--- src/rtl/fetch_pkg.sv ---
// -----------------------------------------------------------------------------
// fetch_pkg
// Shared definitions for the instruction fetch unit:
//   - default program-counter and instruction widths
//   - opcode field position and the jump opcode value
//   - jump target field position
//   - fetch FSM state encoding
// -----------------------------------------------------------------------------
package fetch_pkg;

    localparam int PC_W_DEFAULT    = 8;
    localparam int INSTR_W_DEFAULT = 20;

    // Opcode field inside an instruction word.
    localparam int OPCODE_MSB = 19;
    localparam int OPCODE_LSB = 15;
    localparam int OPCODE_W   = OPCODE_MSB - OPCODE_LSB + 1;

    localparam logic [OPCODE_W-1:0] OPCODE_JUMP = 5'b01001;

    // Absolute jump target field inside a jump instruction.
    localparam int JUMP_TGT_MSB = 7;
    localparam int JUMP_TGT_LSB = 0;

    typedef enum logic [0:0] {
        ST_FETCH = 1'b0,
        ST_HALT  = 1'b1
    } fetch_state_e;

endpackage : fetch_pkg

--- src/rtl/fetch_pc_next.sv ---
// -----------------------------------------------------------------------------
// fetch_pc_next
// Computes the address fetched after the current one: pc+1 modulo 2^PC_W,
// or, when jump predecode is compiled in, the absolute target of a jump
// instruction sitting at the current pc.
//
// Configuration macro: FETCH_JUMP_PREDECODE_EN
//   defined   -> jump opcode at pc selects instruction[7:0] as next address
//   undefined -> next address is always pc+1
//
// Ports:
//   pc_i          current program counter
//   instruction_i instruction word read from pc_i
//   next_pc_o     address to fetch after pc_i
// -----------------------------------------------------------------------------
module fetch_pc_next
    import fetch_pkg::*;
#(
    parameter int PC_W    = PC_W_DEFAULT,
    parameter int INSTR_W = INSTR_W_DEFAULT
) (
    input  logic [PC_W-1:0]    pc_i,
    input  logic [INSTR_W-1:0] instruction_i,
    output logic [PC_W-1:0]    next_pc_o
);

    logic [PC_W-1:0] pc_inc;

    // The adder result is truncated to PC_W bits, so the top address wraps to 0.
    assign pc_inc = pc_i + PC_W'(1);

`ifdef FETCH_JUMP_PREDECODE_EN
    logic            is_jump;
    logic [PC_W-1:0] jump_target;

    assign is_jump     = (instruction_i[OPCODE_MSB:OPCODE_LSB] == OPCODE_JUMP);
    assign jump_target = PC_W'(instruction_i[JUMP_TGT_MSB:JUMP_TGT_LSB]);
    assign next_pc_o   = is_jump ? jump_target : pc_inc;
`else
    // Jumps are left to the execute stage, which steers fetch via redirect.
    assign next_pc_o = pc_inc;
`endif

    // Only a few instruction bits matter here (none without predecode).
    logic unused_instr_bits;
    assign unused_instr_bits = ^instruction_i;

endmodule : fetch_pc_next

--- src/rtl/instruction_fetch_unit.sv ---
// -----------------------------------------------------------------------------
// instruction_fetch_unit
// Single-entry fetch stage. Drives the address of a combinational
// instruction memory, captures the returned word into the IF/ID register
// with a valid/ready handshake towards decode, accepts redirects from
// execute, and halts once the program end address is reached.
//
// Configuration macro: FETCH_JUMP_PREDECODE_EN (see fetch_pc_next).
//
// Ports:
//   clk            sole clock, rising edge
//   rst            asynchronous active-high reset
//   pc             address to the instruction memory (registered)
//   instruction    memory read data for pc, same cycle
//   out_valid      IF/ID register holds an instruction
//   out_ready      decode accepts out_instr this cycle
//   out_instr      fetched instruction
//   out_pc         address out_instr was fetched from
//   redirect_valid branch/jump redirect from execute (highest priority)
//   redirect_pc    redirect target
//   halted         fetch FSM is in HALT
//   fetch_count    number of instructions loaded into IF/ID (wraps)
// -----------------------------------------------------------------------------
module instruction_fetch_unit
    import fetch_pkg::*;
#(
    parameter int          PC_W    = PC_W_DEFAULT,
    parameter int          INSTR_W = INSTR_W_DEFAULT,
    parameter int unsigned END_PC  = 20
) (
    input  logic               clk,
    input  logic               rst,
    output logic [PC_W-1:0]    pc,
    input  logic [INSTR_W-1:0] instruction,
    output logic               out_valid,
    input  logic               out_ready,
    output logic [INSTR_W-1:0] out_instr,
    output logic [PC_W-1:0]    out_pc,
    input  logic               redirect_valid,
    input  logic [PC_W-1:0]    redirect_pc,
    output logic               halted,
    output logic [15:0]        fetch_count
);

    fetch_state_e       state_q,       state_d;
    logic [PC_W-1:0]    pc_q,          pc_d;
    logic               out_valid_q,   out_valid_d;
    logic [INSTR_W-1:0] out_instr_q,   out_instr_d;
    logic [PC_W-1:0]    out_pc_q,      out_pc_d;
    logic [15:0]        fetch_count_q, fetch_count_d;

    logic [PC_W-1:0]    next_pc;
    logic               load;

    fetch_pc_next #(
        .PC_W    (PC_W),
        .INSTR_W (INSTR_W)
    ) u_pc_next (
        .pc_i          (pc_q),
        .instruction_i (instruction),
        .next_pc_o     (next_pc)
    );

    // The IF/ID slot can take a new word when it is empty or being drained
    // this cycle; a redirect always suppresses the load.
    assign load = (state_q == ST_FETCH) && (!out_valid_q || out_ready) && !redirect_valid;

    always_comb begin
        // NOTE: every next-state signal takes its hold value first so that no
        // path through the branches below leaves it unassigned (no latches).
        state_d       = state_q;
        pc_d          = pc_q;
        out_valid_d   = out_valid_q;
        out_instr_d   = out_instr_q;
        out_pc_d      = out_pc_q;
        fetch_count_d = fetch_count_q;

        if (redirect_valid) begin
            // Redirect wins over loads and over the halt condition, and
            // flushes the IF/ID entry even while decode is stalling.
            pc_d        = redirect_pc;
            out_valid_d = 1'b0;
            state_d     = ST_FETCH;
        end else if (load) begin
            out_instr_d   = instruction;
            out_pc_d      = pc_q;
            out_valid_d   = 1'b1;
            pc_d          = next_pc;
            fetch_count_d = fetch_count_q + 16'd1;
            // Halt as soon as the address just produced lies past the program.
            if (32'(next_pc) >= END_PC) begin
                state_d = ST_HALT;
            end
        end else begin
            if (out_ready) begin
                out_valid_d = 1'b0;
            end
            // Covers a pc already past the program (e.g. after a redirect)
            // while decode is stalling.
            if ((state_q == ST_FETCH) && (32'(pc_q) >= END_PC)) begin
                state_d = ST_HALT;
            end
        end
    end

    always_ff @(posedge clk or posedge rst) begin
        if (rst) begin
            state_q       <= ST_FETCH;
            pc_q          <= '0;
            out_valid_q   <= 1'b0;
            out_instr_q   <= '0;
            out_pc_q      <= '0;
            fetch_count_q <= '0;
        end else begin
            // NOTE: non-blocking assignments so every register samples the
            // pre-edge values regardless of statement order.
            state_q       <= state_d;
            pc_q          <= pc_d;
            out_valid_q   <= out_valid_d;
            out_instr_q   <= out_instr_d;
            out_pc_q      <= out_pc_d;
            fetch_count_q <= fetch_count_d;
        end
    end

    assign pc          = pc_q;
    assign out_valid   = out_valid_q;
    assign out_instr   = out_instr_q;
    assign out_pc      = out_pc_q;
    assign halted      = (state_q == ST_HALT);
    assign fetch_count = fetch_count_q;

endmodule : instruction_fetch_unit

--- config.mk ---
export PLATFORM = sky130hd
export DESIGN_NAME = instruction_fetch_unit
export DESIGN_NICKNAME = d
export VERILOG_FILES = /design/src/rtl/fetch_pkg.sv /design/src/rtl/fetch_pc_next.sv /design/src/rtl/instruction_fetch_unit.sv
export SDC_FILE = /design/constraint.sdc
export NUM_CORES = 1
export LEC_CHECK = 0
export ABC_AREA = 1
export CORE_ASPECT_RATIO = 1.1
export CORE_MARGIN = 2
export CORE_UTILIZATION = 42
export DETAILED_ROUTE_END_ITERATION = 16
export DONT_BUFFER_PORTS = 1
export GPL_TIMING_DRIVEN = 0
export PLACE_DENSITY_LB_ADDON = 0.25
export REMOVE_ABC_BUFFERS = 1
export SLEW_MARGIN = 20
export SYNTH_ARGS = -nofsm -noshare
export SYNTH_HDL_FRONTEND = slang
export SYNTH_SLANG_ARGS = --single-unit
export TNS_END_PERCENT = 1
--- constraint.sdc ---
create_clock -name clk -period 2 [get_ports clk]
set_clock_uncertainty 0.15 [all_clocks]
set_input_delay 0.2 -clock clk [delete_from_list [all_inputs] [get_ports clk]]
set_output_delay 0.2 -clock clk [all_outputs]
set_load 0.005 [all_outputs]
==> results by group <==
Status
  – Status: finished, final reports clean

Yosys
  – Mux contribution to synthesized area: 0%
  – Yosys reg bits: between 50 and 60
  – Post-Syn Area: ~2500 um^2
  – Synth Area in Simple Gates: a little over a quarter
  – Async set-reset flop share out of synthesis: 100%
  – Synth unique cells: 28
  – Seq/Total Area, Yosys: approximately 55%
  – Xor/xnor share of the synthesized area: about 5.3%
  – Ys Warns: 0
  – Synth Area in Adders: around 1.5%
  – Post-Syn Instances: approximately 290
  – Post-synthesis compound-gate area fraction: roughly 6.2%
  – Post-Syn Area per Cell: roughly 8.7 um^2
  – Main combinational cell family by area after synthesis: simple AND/OR/NAND/NOR gates
  – Count of flip-flops with a built-in enable after synthesis: 0
  – Synth Flop Type: dfrtp_1

Timing
  – Final Hold Vio Count: 0
  – Period Utilization, post-route: 92.6%
  – Fin crit period: 1850 ps
  – Rel. slew slack: 55.3%
  – Max Transition Viols Final: 0
  – Final setup TNS: 0 ps
  – Fin worst setup slack: 148 ps
  – Worst slew pin tran: between 600 and 700 ps
  – Final Setup Violations: 0
  – Unrepaired setup endpoints after global routing: true
  – Max Clk Rate: between 500 and 600 MHz

Power
  – P_int: ~1.9 mW
  – Seq pwr share: 55.3%
  – Pleak: between 1 and 1.5 nW
  – Sw power: ~0.96 mW
  – Gate power share: between 10% and 20%
  – Pwr/cell area: around 970 nW/um^2
  – Worst vdd ir: 0.444 mV
  – Clock network power share: 24.8%
  – Sw frac: between 30% and 40%

Floorplan
  – Overall die width: just under 80 um
  – I/O pins: 86
  – Starting Density: a little over two fifths
  – Die extent in y: between 80 and 90 um
  – Core Area: around 5700 um^2
  – Die ar.: roughly 6500 um^2
  – FP Rows: 29

Layout
  – Share of cells above drive strength 1: 7.86%
  – Fill cell count: between 500 and 600
  – Commonest non-fill, non-tap cell in the layout: nand2_1
  – Most frequent cells in the layout: nand2_1, dfrtp_1, dlygate4sd3_1
  – P&R area growth vs syn: 20.5%
  – N_diodes: 0
  – Layout Nets: around 350

Routing
  – Post-Route WL: 5.74 mm
  – TritonRoute pass-1 iters: 4
  – Routed len/inst: 14.5 um
  – Via count: about 2,000
  – Initial DRC count: 90
  – DRC viols: 0
  – Routed Antenna Nets: 0
  – Via-to-Cell Ratio: just over 5

CTS
  – CTS tree: done
  – Max clock buf depth: 2
  – Reg clk slew, reported paths: approximately 100 ps
  – Total clock sinks: 54
  – Num CTS Buffers: 5
  – Root buffer cell: clkbuf_8
  – Clk Latency, worst-skew pair: 310 ps
  – H-tree depth: 2
  – # Post-CTS Setup Buffers: 0

Placed design
  – PortBufs: 0
  – Placement Setup Slack: -165 ps
  – Placer Congestion: between 0.8 and 0.9
  – Dpl hpwl: between 3 and 4 mm

Critical path
  – WP data arrival: between 1500 and 2000 ps
  – Slowest stage delay, CP: 430 ps
  – Critical-path cell list: inv_2 > nand3_4 > nor2_4 > nand3_2 > nor2_2 > nand2_1 > xor2_1
  – Startpoint types: flop
  – Worst Path Required: approximately 2000 ps
  – CP Max Fanout: 23
  – Crit Path Class: reg -> reg
  – R2R depth: 7
  – Critical path's slowest cell: dfrtp_1
  – Worst Setup End Kind: flop

Global routing
  – Global-route wire length before repair: ~9.8 mm
  – Vias in the first global route: around 2,000
  – Initial antenna violation count: 0
  – Total grt overflow: 0
  – Largest net degree at the start of global routing: between 50 and 60
  – Total GRT Usage: roughly a fifth

Min path
  – Worst hold stages: 4
  – Hold crit path type: in -> reg

Flow run
  – Max-Cap Viols: 0
==> routing by layer <==
metal | vias up | global-route usage [%] | wire length (um)
met5 | - | 0 | 0
met4 | 0 | 5.68 | 73
met3 | 6 | 5.48 | 381
met2 | 70 | 32.4 | 2930
met1 | 952 | 22.5 | 2360
li1 | 960 | - | -
==> cell type report <==
| class | count | area, um^2 | area share [%] |
|---|---|---|---|
| tap | 77 | 96.3 | 3.23 |
| sequential | 54 | 1350 | 45.3 |
| clock buffer | 5 | 68.8 | 2.31 |
| inverter | 24 | 95.1 | 3.19 |
| timing repair buffer | 32 | 320 | 10.7 |
| clock inverter | 3 | 40.0 | 1.34 |
| multi-input combinational | 200 | 1010 | 33.8 |
==> state kept, by name, summed over array words and instances, names as in the netlist <==
register     flops
out_instr       20
pc               8
fetch_count     16
out_valid        1
out_pc           8
halted           1
==> through the flow <==
stage / power, mW / cell area (um^2) / util (%) / hold WS, ps / cells
finish: 2.89 / 2980 / 52.0 / 57.2 / 395
global route: 3.09 / 2980 / 52.0 / 75.5 / 395
CTS: 2.93 / 2980 / 51.9 / 55.2 / 395
detailed placement: 2.13 / 2540 / 44.2 / 77.0 / 354
global placement: 2.11 / 2530 / 44.2 / 115 / 354
floorplan: 1.97 / 2440 / - / 113 / 277
==> worst max-delay path, delay by kind of cell, from the launching register on <==
family                    cells  cell delay, ps
xor gates and xnor gates      1             140
buffers and inverters         1             150
DFF                           1             430
and+or+nand+nor               5             850
==> worst paths after layout <==
check                        startpoint  slack (ps)              end
setup reg to reg                 halted         150  fetch_count[13]
max in group asynchronous           rst         920        out_pc[7]
setup / recovery                 halted         150  fetch_count[13]
hold reg to reg            out_instr[9]         370     out_instr[9]
min in group asynchronous           rst         320        out_pc[6]
hold / removal                out_ready          60           halted
==> kinds of logic (layout without fill, tap and decap cells) <==
kind of cell,count (synthesis),after routing
flops,54,54
buf+inv,32,64
simple gates,155,156
fa+ha+maj,3,3
xor+xnor,15,15
compound gates,26,26
==> power groups by stage <==
stage | clock [mW] | combinational, mW | sequential (mW)
after floorplan | 0 | 0.418 | 1.55
after global placement | 0 | 0.489 | 1.62
after detailed placement | 0 | 0.508 | 1.62
after CTS | 0.747 | 0.576 | 1.60
after global routing | 0.784 | 0.668 | 1.64
final | 0.719 | 0.573 | 1.60
==> timing repair <==
| action | 4_1_cts | 5_1_grt |
|---|---|---|
| endpoints found under the setup margin | 29 | 2 |
| gates resized for setup | 1 | 1 |
| hold buffers | 32 | 0 |
| endpoints found under the hold margin | 84 | 0 |
| gates cloned | 1 | 0 |
| pin swaps | 1 | 0 |
==> cells in the mapped netlist, types with 3 or more instances <==
cell type / number / area (um^2)
nand2_1: 119 / 447
dfrtp_1: 54 / 1350
inv_1: 21 / 78.8
o21ai_0: 13 / 65.1
nand3_1: 10 / 50.1
xor2_1: 10 / 87.6
nor2_1: 9 / 33.8
clkbuf_1: 5 / 18.8
xnor2_1: 5 / 43.8
o211ai_1: 4 / 30.0
a21oi_1: 3 / 15.0
ha_1: 3 / 37.5
inv_2: 3 / 11.3
nand4_1: 3 / 18.8
nor2_2: 3 / 18.8
nor3_1: 3 / 15.0
nor3_2: 3 / 30.0
Note: power is estimated with default switching activity, not from simulation.
==> edit (config.mk and constraints unchanged) <==
`INSTR_W_DEFAULT`: 20 -> 16.
--- a/src/rtl/fetch_pkg.sv
+++ b/src/rtl/fetch_pkg.sv
@@ -10,5 +10,5 @@
 
     localparam int PC_W_DEFAULT    = 8;
-    localparam int INSTR_W_DEFAULT = 20;
+    localparam int INSTR_W_DEFAULT = 16;
 
     // Opcode field inside an instruction word.
Ports: changed (resized instruction and out_instr); port bits go from 86 to 78. The function was not compared with the original's and may differ.
==> edit against the original RTL <==
Design area decreased by 4.3%. Global-route usage decreased by 1.2 points. Count of clock-buffer cells in the layout unchanged. Worst hold slack got worse by 0.037 ns. Critical endpoint is now pc[1]. Synthesized area decreased by 6.0%. Wire length decreased by 7.9%. Setup slack got worse by 0.0039 ns. Combinational power decreased by 16%. Die area decreased by 5.7%. Cell count decreased by 4.3%. Total power decreased by 8.9%. Sequential cell count decreased by 4. Fmax decreased by 0.21%.
==> edit: results (changes against the original RTL) <==
Status
  – Status: complete, no violations

Critical path
  – Slowest-stage cell, CP: dlygate4sd3_1
  – Critical Path AT: 1.95 ns (+0.05 ns)
  – Worst Setup EP: pc[1]
  – CP Max Fanout: 8 (-65%)
  – Delay-heaviest family, CP: buffers and inverters
  – Slowest stage delay, CP: 0.57 ns (+0.14 ns)
  – Worst setup path startpoint: out_valid

Layout
  – Non-clock buffers: 34 (+6.3%)
  – Nets: 333 (-5.4%)
  – FF+latch area: 1251 µm² (-7.4%)
  – Non-clock buffer share: 11.85% (+1.1 points)
  – Layout filler cell count: 523 (-4.6%)
  – Num sequential: 50 (-7.4%)
  – Share of layout cells above drive strength 1: 9.241% (+1.4 points)
  – Comb_multi_in: 189 (-5.5%)
  – Clock network area share: 3.993% (+0.34 points)
  – Area of the multi-input gates: 969.7 µm² (-3.8%)

Synth
  – Synth top cells by count: 111 x nand2_1, 50 x dfrtp_1, 20 x inv_1
  – Netlist cell types: 30 (+7.1%)
  – Synth Area per Inst: 8.674 µm² (about the same)
  – Syn Inst Count: 268 (-6.0%)
  – XOR/XNOR Fraction of Synth Area: 4.521% (-0.79 points)
  – Synth Area in Compound Gates: 6.405% (+0.18 points)
  – Synth Area in Adders: 1.615% (+0.097 points)
  – Seq/Total Area, Yosys: 53.82% (-0.81 points)

Pwr
  – Static Leak: 1.432 nW (-2.7%)
  – Peak VDD IR: 0.0005708 V (+29%)
  – P_sw: 0.0008450 W (-12%)

Placed design
  – RD Place Congestion: 0.7556 (-8.1%)
  – Area after DPL: 2397 µm² (-5.5%)
  – Worst slack, placed: -0.4607 ns (-0.2955 ns)
  – Placed Instances: 336 (-5.1%)
  – DP HPWL: 3390 µm (-2.8%)

Routing
  – Via density: 4.913 (-2.4%)
  – DR vias: 1857 (-6.6%)
  – Routed WL per cell: 13.99 µm (-3.8%)
  – DR iter-0 viols: 70 (-22%)

Clock network
  – Maximum root-to-sink buffer count: 2 (unchanged)
  – CTS Hold Bufs: 28 (-13%)

Hold path
  – Worst hold stages: 3 (-1)
  – WHS Endpoint: pc[2]
  – Hold Crit Class: input port to flip-flop
  – Hold Crit Start: redirect_valid

Global routing
  – Largest net degree at the start of global routing: 34 (-38%)
  – Vias in the first global route: 1755 (-13%)
  – First-pass GRT wire length: 8176 µm (-16%)

Timing
  – Worst relative slew slack: 74.13% (+19 points)
  – Hold_ws: 0.02044 ns (-0.03672 ns)
  – Max Fclk: 538.8 MHz (-0.21%)
[edit: cell types whose count changed after synthesis, moves of 3 or more]
cell,before,now
dfrtp_1,54,50
nand2_1,119,111
nor3_2,3,0
xor2_1,10,7
[edit: power groups by stage]
stage | clock [W] | combinational, W | sequential, W
CTS | 0.000748 | 0.000473 | 0.00145
global placement | 0 | 0.000393 | 0.00146
finish | 0.000713 | 0.000481 | 0.00144
floorplan | 0 | 0.000335 | 0.00139
detailed placement | 0 | 0.000410 | 0.00147
global route | 0.000775 | 0.000560 | 0.00148
[edit: metal layers]
| layer | wire (µm) | track usage (%) | part of all wire, % | up-vias |
|---|---|---|---|---|
| met5 | 0 | 0 | 0 | - |
| met4 | 30 | 4.821 | 0.57 | 0 |
| met3 | 305 | 5.031 | 5.8 | 2 |
| met2 | 2790 | 30.96 | 53 | 43 |
| met1 | 2161 | 20.65 | 41 | 896 |
| li1 | - | - | - | 916 |
